<file path="config.mk">
export PLATFORM = sky130hd
export DESIGN_NAME = mantissa_aligner
export DESIGN_NICKNAME = d
export VERILOG_FILES = /design/src/rtl/mantissa_aligner.sv
export SDC_FILE = /design/constraint.sdc
export NUM_CORES = 1
export LEC_CHECK = 0
export BUFFER_PORTS_ARGS = -buffer_cell sky130_fd_sc_hd__buf_4
export CORE_UTILIZATION = 50
export DETAILED_ROUTE_END_ITERATION = 8
export PLACE_DENSITY = 0.81
export SLEW_MARGIN = 10
export SYNTH_ARGS = -nofsm -noshare
export SYNTH_HDL_FRONTEND = slang
export SYNTH_SLANG_ARGS = --single-unit
</file>
<file path="constraint.sdc">
create_clock -name clk -period 3.6 [get_ports clk]
set_clock_uncertainty 0.15 [all_clocks]
set_input_delay 0.36 -clock clk [delete_from_list [all_inputs] [get_ports clk]]
set_output_delay 0.36 -clock clk [all_outputs]
set_load 0.01 [all_outputs]
</file>
<file path="src/rtl/mantissa_aligner.sv">
// mantissa_aligner
// Right-aligns a 24-bit mantissa with its hidden 1 at bit 23. This is the
// alignment step of a floating-point adder: the mantissa of the smaller
// operand is shifted right by the exponent difference.
//
// The shift runs over several cycles, at most 4 bit positions per cycle.
// The datapath works on a 26-bit register {mantissa, guard, round}. Every
// bit shifted out of the bottom of that register is ORed into a sticky
// accumulator. The result registers change only when an operation
// completes, and they hold their values between completions.
//
// Latency: the start is accepted at edge N. done is high in cycle
// N + max(1, ceil(k/4)) + 1, where k = min(shift_amt, 26).

module mantissa_aligner (
  input  logic        clk,
  input  logic        reset,
  input  logic        start,
  input  logic [23:0] mantissa_in,
  input  logic [7:0]  shift_amt,
  output logic [23:0] mantissa_out,
  output logic        guard,
  output logic        round_bit,
  output logic        sticky,
  output logic        busy,
  output logic        done
);

  typedef enum logic [1:0] {
    IDLE  = 2'd0,
    SHIFT = 2'd1,
    DONE  = 2'd2
  } state_t;

  // A shift of 26 positions empties the work register, so no count needs
  // to go above 26.
  localparam logic [4:0] MAX_SHIFT = 5'd26;
  localparam logic [2:0] MAX_STEP  = 3'd4;

  state_t      state_q, state_d;
  logic [25:0] work_q, work_d;
  logic [4:0]  remaining_q, remaining_d;
  logic        acc_q, acc_d;
  logic [23:0] mant_q, mant_d;
  logic        guard_q, guard_d;
  logic        round_q, round_d;
  logic        sticky_q, sticky_d;
  logic        busy_q, busy_d;
  logic        done_q, done_d;

  // Per-cycle shift step and the bits that this step drops off the bottom
  logic [2:0]  step;
  logic [3:0]  lost_mask;
  logic [25:0] work_shifted;
  logic        lost_any;

  // Shift step for this cycle: min(remaining, 4), and the mask of the bits it drops
  always_comb begin
    step = (remaining_q > {2'b00, MAX_STEP}) ? MAX_STEP : remaining_q[2:0];
    unique case (step)
      3'd0:    lost_mask = 4'b0000;
      3'd1:    lost_mask = 4'b0001;
      3'd2:    lost_mask = 4'b0011;
      3'd3:    lost_mask = 4'b0111;
      default: lost_mask = 4'b1111;
    endcase
    work_shifted = work_q >> step;
    lost_any     = |(work_q[3:0] & lost_mask);
  end

  // Next-state and next-output logic for the IDLE -> SHIFT -> DONE sequence
  always_comb begin
    // NOTE: every signal written here is given a default from its flop
    // first. If one branch did not assign a signal, synthesis would infer
    // a latch for it.
    state_d     = state_q;
    work_d      = work_q;
    remaining_d = remaining_q;
    acc_d       = acc_q;
    mant_d      = mant_q;
    guard_d     = guard_q;
    round_d     = round_q;
    sticky_d    = sticky_q;

    unique case (state_q)
      IDLE: begin
        // start and the operands are sampled only here. Later changes to
        // the inputs cannot reach the operation in flight.
        if (start) begin
          work_d      = {mantissa_in, 2'b00};
          acc_d       = 1'b0;
          remaining_d = (shift_amt > {3'b000, MAX_SHIFT}) ? MAX_SHIFT : shift_amt[4:0];
          state_d     = SHIFT;
        end
      end

      SHIFT: begin
        work_d      = work_shifted;
        acc_d       = acc_q | lost_any;
        remaining_d = remaining_q - {2'b00, step};
        // A count of zero still spends one SHIFT cycle, with step = 0.
        if (remaining_d == 5'd0) begin
          state_d  = DONE;
          mant_d   = work_shifted[25:2];
          guard_d  = work_shifted[1];
          round_d  = work_shifted[0];
          sticky_d = acc_q | lost_any;
        end
      end

      DONE: begin
        state_d = IDLE;
      end

      default: begin
        state_d = IDLE;
      end
    endcase

    // busy and done are decoded from the next state, so the flops hold
    // them in step with the state register.
    busy_d = (state_d != IDLE);
    done_d = (state_d == DONE);
  end

  // State, datapath and output registers. Reset is asynchronous and aborts
  // any operation in flight.
  always_ff @(posedge clk or posedge reset) begin
    if (reset) begin
      state_q     <= IDLE;
      work_q      <= '0;
      remaining_q <= '0;
      acc_q       <= 1'b0;
      mant_q      <= '0;
      guard_q     <= 1'b0;
      round_q     <= 1'b0;
      sticky_q    <= 1'b0;
      busy_q      <= 1'b0;
      done_q      <= 1'b0;
    end else begin
      // NOTE: non-blocking assignments here. Every flop samples its _d
      // value from before this edge, whatever order the lines are in.
      state_q     <= state_d;
      work_q      <= work_d;
      remaining_q <= remaining_d;
      acc_q       <= acc_d;
      mant_q      <= mant_d;
      guard_q     <= guard_d;
      round_q     <= round_d;
      sticky_q    <= sticky_d;
      busy_q      <= busy_d;
      done_q      <= done_d;
    end
  end

  assign mantissa_out = mant_q;
  assign guard        = guard_q;
  assign round_bit    = round_q;
  assign sticky       = sticky_q;
  assign busy         = busy_q;
  assign done         = done_q;

endmodule

</file>
# ---- Word level (Yosys, flattened, before mapping)
# Cells that the tools add are included.
dict set report op_classes {
  shift 1
  bitwise 2
  order_cmp 2
  add_sub_neg 1
  mul 0
  div 0
  n_eq_ne 6
  muxes 12
  n_reduce_logical 8
}
# operator count
set ops {}
lappend ops {{one-hot mux 26 bit (2 select lines)} 1}
lappend ops {{2-to-1 mux 26 bit} 1}
lappend ops {{>> shifter 26 x 3 -> 26 bit} 1}
lappend ops {{one-hot mux 4 bit (4 select lines)} 1}
lappend ops {{2-to-1 mux 5 bit} 2}
lappend ops {{one-hot mux 5 bit (2 select lines)} 1}
lappend ops {{greater-than comparator 8 x 5 -> 1 bit, second input constant} 1}
lappend ops {{== test 3 x 2 -> 1 bit, second input constant} 2}
lappend ops {{greater-than comparator 5 x 3 -> 1 bit, second input constant} 1}
lappend ops {{logical NOT 5 bit} 1}
lappend ops {{subtractor 5 x 3 -> 5 bit} 1}
lappend ops {{bitwise AND 4 bit} 1}
lappend ops {{2-to-1 mux 2 bit} 2}
lappend ops {{one-hot mux 2 bit (2 select lines)} 1}
lappend ops {{AND reduction 2 bit} 2}
lappend ops {{nonzero test 2 bit} 2}
lappend ops {{OR reduction 4 bit} 1}
lappend ops {{== test 3 x 1 -> 1 bit, second input constant} 1}
lappend ops {{logical NOT 3 bit} 1}
lappend ops {{2-to-1 mux 3 bit} 1}
lappend ops {{== test 2 x 1 -> 1 bit, second input constant} 1}
lappend ops {{== test 2 bit, second input constant} 1}
lappend ops {{logical NOT 2 bit} 1}
lappend ops {{inequality test 2 bit, second input constant} 1}
lappend ops {{3 further kinds} 3}
dict set report word_totals {
  regBits 63
  inputBits 35
  elab_cells 42
  out_inout_bits 29
  rom_bits 0
  latch_bits 0
  n_memories 0
  ramBits 0
}

# ---- Depth between registers and ports, before layout
dict set report depth {
  depth_word 8
  mapped_depth 12
  ltp_nobuf 7
}

# ---- Worst setup path after synthesis
# No wires, ideal clock.
dict set report synth_timing {
  kind {flip-flop to flip-flop}
  start {register remaining_q[2]}
  end {register mant_q[0] (netlist: mantissa_out[0])}
  synth_period_minus_slack_ns 3.555
  setup_slack_ns 0.045
  path_buffers 5
  stages_incl_launch_ff 13
  t_arrival_ns 3.280
  setup_ns 0.125
  required_ns 3.325
  path_cell_list {dfrtp_1 -> clkbuf_1 -> or3_1 -> clkbuf_1 -> clkbuf_1 -> nand2_1 -> ha_1 -> or4b_4 -> or4_1 -> buf_6 -> nand2_8 -> buf_12 -> mux2_4}
}
dict set report synth_between {
  elab_chain_len 5
  word_cells_on_any_way 6
  cone_classes {add/sub: 1; order compare: 1; shift: 1; mux: 1; reduce/logical: 2}
}
# item line
set synth_lines {}
lappend synth_lines {{from (decl)} 42} ;# logic [4:0] remaining_q, remaining_d;
lappend synth_lines {{from (signal assigned)} 145} ;# remaining_q <= remaining_d;
lappend synth_lines {{greater-than comparator 5 x 3 -> 1 bit} 59} ;# step = (remaining_q > {2'b00, MAX_STEP}) ? MAX_STEP : remaining_q[2:0];
lappend synth_lines {{2-to-1 mux 3 bit} 59}
lappend synth_lines {{subtractor 5 x 3 -> 5 bit} 100} ;# remaining_d = remaining_q - {2'b00, step};
lappend synth_lines {{logical NOT 5 bit} 102} ;# if (remaining_d == 5'd0) begin
lappend synth_lines {{AND reduction 2 bit (no line)} n/a}
lappend synth_lines {{to (signal assigned)} 147} ;# mant_q <= mant_d;
lappend synth_lines {{to (decl)} 44} ;# logic [23:0] mant_q, mant_d;
# Parallel ways exist; a longest one is shown, timed or not.
# A chain may end at the register's enable or synchronous reset.

# ---- Final worst setup path
dict set report layout_timing {
  start {register remaining_q[2]}
  end {register mant_q[9] (netlist: mantissa_out[9])}
}
# Same word-level chain as after synthesis.

==> out/results.ini <==
[worst_setup_path]
rrSetupSlack_ps = 200
cp-start-kind = register
critical_path_arrival_ps = 3480
cp_max_fo = 23
required_ps = 3680
endpoint_kind = register
crit_type = reg2reg

[placed_design]
place_congestion = 0.887
hpwlAfterDp_um = 6280
dp_cells = 502
preCtsSetupSlack_ps = 213
placed_area_mm2 = 0.00424
portBuffers = 63

[sta]
fin_ws_ps = 197
min_period_ps = 3400
fmax_ghz = 0.294
relSlewSlack_pct = 38.1
setup_tns_ps = 0
timing.final.crit_share_pct = 94.5
rsz0062_at_grt = no
worst_pin_slew_ps = 928
setup_viol = 0
hold_violations = 0
slew_violations = 0

[pwr]
p_comb_share_pct = 54.0
max-vdd-ir-drop_uv = 404
power_density_mw_per_mm2 = 929
intPower_uw = 2430
p_clk_share_pct = 13.2
swShare_pct = 40.6
switchingPower_uw = 1660
leakage_uw = 0.00190
p_seq_share_pct = 32.9

[synth]
ys.flop_type = dfrtp_1
syn_area_per_cell_um2 = 10.3
synth_edf_count = 0
synth.distinct_cells = 51
ys_seq_area_share_pct = 42.5
synthCells = 359
syn-cell-area_mm2 = 0.00371
synth_seq_cells = 63
yosysWarnings = 0
async_flop_share_pct = 100
synthesis.nets = 395

[detailed_routing]
wl_met1_um = 4160
via_per_inst = 5.87
drt-total-wl_um = 9150
top_layer = met4
dr.pass1.iters = 4
ant_nets = 0
drc = 0
num_vias = 3031
wl_met3_um = 465
wl_per_cell_um = 17.7
drt_iter0_drc = 231
wl_met2_um = 4340

[cells_and_area]
layout-drive-gt1-share_pct = 29.5
final_cells = 516
area.growth.synth_to_final_pct = 18.5
nFillCells = 637
final_nets = 450
n_antenna_cell = 0
multi_input_area_mm2 = 0.00196
finalCoreUtilization_pct = 61.0
postLayoutCellArea_mm2 = 0.00440
final-seq-area_mm2 = 0.00158

[clocking]
clk_pin_slew_worst_paths_ps = 70
clk_latency_ps = 340
post_cts_buffers = 0
clk_path_buf_depth = 2
cts_root_buf = clkbuf_8
cts_tree = done
clock-sinks = 63
postCtsHoldBufs = 0
htree_levels = 3
cts_resized = 0
cts_buffers = 9

[global_route]
grt_usage_pct = 25.5
grt_overflow = 0
grt_pass1_vias = 3024
antenna_found_initial = 0
grt_pass1_wl_um = 14900
grt_max_degree = 45

[status]
status = complete, no violations

[die]
core-area_mm2 = 0.00721
dieWidth_um = 88.2
die_h_um = 88.2
ioPinCount = 64
initial_core_util_pct = 51.4
dieArea_mm2 = 0.00777
rows = 31

[job]
cap_violations = 0

[min_path]
hold_path_class = in2async

cells in the final DEF, fill, tap and decap left out, types with 5 or more instances in the layout:
cell type,instances
nor3b_1,9
o31ai_1,6
or3_1,10
and2_0,10
dfrtp_1,63
mux2i_1,16
o211ai_1,8
a221o_1,9
nor3_1,15
mux2_2,16
o311a_1,9
buf_4,74
o21ai_0,10
nand2b_1,12
nand3_1,5
a211oi_1,5
o22a_1,15
nor2_1,32
nand2_1,16
clkbuf_8,11
mux2_4,10
a21oi_1,8
path summary, 6_finish.rpt:
check,startpoint,to,cells after the start
setup / recovery,remaining_q[2]$_DFFE_PP0P_,mantissa_out[9]$_DFFE_PP0P_,7
hold / removal,reset,mantissa_out[23]$_DFFE_PP0P_,2
setup reg to reg,remaining_q[2]$_DFFE_PP0P_,mantissa_out[9]$_DFFE_PP0P_,7
hold reg to reg,mantissa_out[20]$_DFFE_PP0P_,mantissa_out[20]$_DFFE_PP0P_,1
max in group asynchronous,reset,mantissa_out[14]$_DFFE_PP0P_,3
min in group clk,start,acc_q$_DFFE_PP0P_,2
registers in the layout, summed over array words and instances (netlist names):
signal / flops
busy: 1
mantissa_out: 24
state_q: 2
acc_q: 1
sticky: 1
done: 1
remaining_q: 5
guard: 1
work_q: 26
round_bit: 1
power by group through the flow:
stage	Clock [uW]	Sequential, uW	Combinational (uW)
4_1_cts	550	1340	2200
5_1_grt	577	1390	2420
3_3_place_gp	0	1330	2130
3_5_place_dp	0	1340	2200
6_report	537	1340	2210
2_1_floorplan	0	1310	1600
final cells by class:
cell class	count	share of cell area (%)
well taps	99	2.82
repair buffers	74	12.6
inverters	5	0.427
multi-input cells	261	44.6
clock buffers	13	3.61
flip-flops and latches	63	35.8
clock inverters	1	0.114
synth_stat cells (2+ instances only):
master    instances  area share [%]
o221a_2           2            0.61
o21ai_0          10             1.3
a21oi_1           8             1.1
nand2b_1         12             2.0
o211ai_1          8             1.6
inv_1             4            0.40
nor3b_1           9             1.8
dfrtp_1          63              42
o22a_1           15             3.5
or4_1             2            0.40
mux2i_1          16             4.3
or3_1            10             1.7
o21a_1            3            0.61
clkbuf_1         23             2.3
o311a_1           9             2.4
mux2_1            2            0.61
nand2_1          16             1.6
mux2_4           10             4.0
nand3_1           5            0.67
a211oi_1          5             1.0
nor3_1           15             2.0
and2_0           10             1.7
and2_1            2            0.34
nor2b_1           3            0.51
a31oi_1           3            0.51
o22ai_1           3            0.51
a221o_1           9             2.4
nor2_1           32             3.2
buf_6             3            0.91
mux4_2            2             1.2
mux2_2           16             4.9
o32ai_1           2            0.47
o31ai_1           6             1.2
nor4b_1           3            0.71
buf_2             2            0.27
layer usage:
metal  vias to the layer above  global-route usage, %
met5                         -                      0
met4                         0                   11.4
met3                        17                   4.90
met2                        92                   40.1
met1                      1465                   34.4
li1                       1457                      -
kinds of logic (layout without fill, tap and decap cells):
family / Yosys count / in the layout / share of synthesized area (%)
AOI/OAI and AO/OA: 90 / 90 / 19.0
and+or+nand+nor: 123 / 123 / 18.1
adders and majority gates: 1 / 1 / 0.337
other: 1 / 1 / 0.101
DFF: 63 / 63 / 42.5
muxes: 46 / 46 / 15.0
buffers and inverters: 35 / 93 / 4.96
critical path, stage by stage, from the launching register on:
cell	delay, ps
dfrtp_1	510
or3_1	440
nand2_1	90
ha_1	260
or4b_4	520
or4_1	670
nand2_8	280
mux2_2	370
metrics by stage:
| step | hold WS, ps | power (uW) |
|---|---|---|
| floorplan | 318 | 2910 |
| global placement | 324 | 3460 |
| detailed placement | 339 | 3540 |
| CTS | 104 | 4090 |
| global route | 133 | 4390 |
| finish | 77.2 | 4090 |
Power figures use the tool's default switching activity.
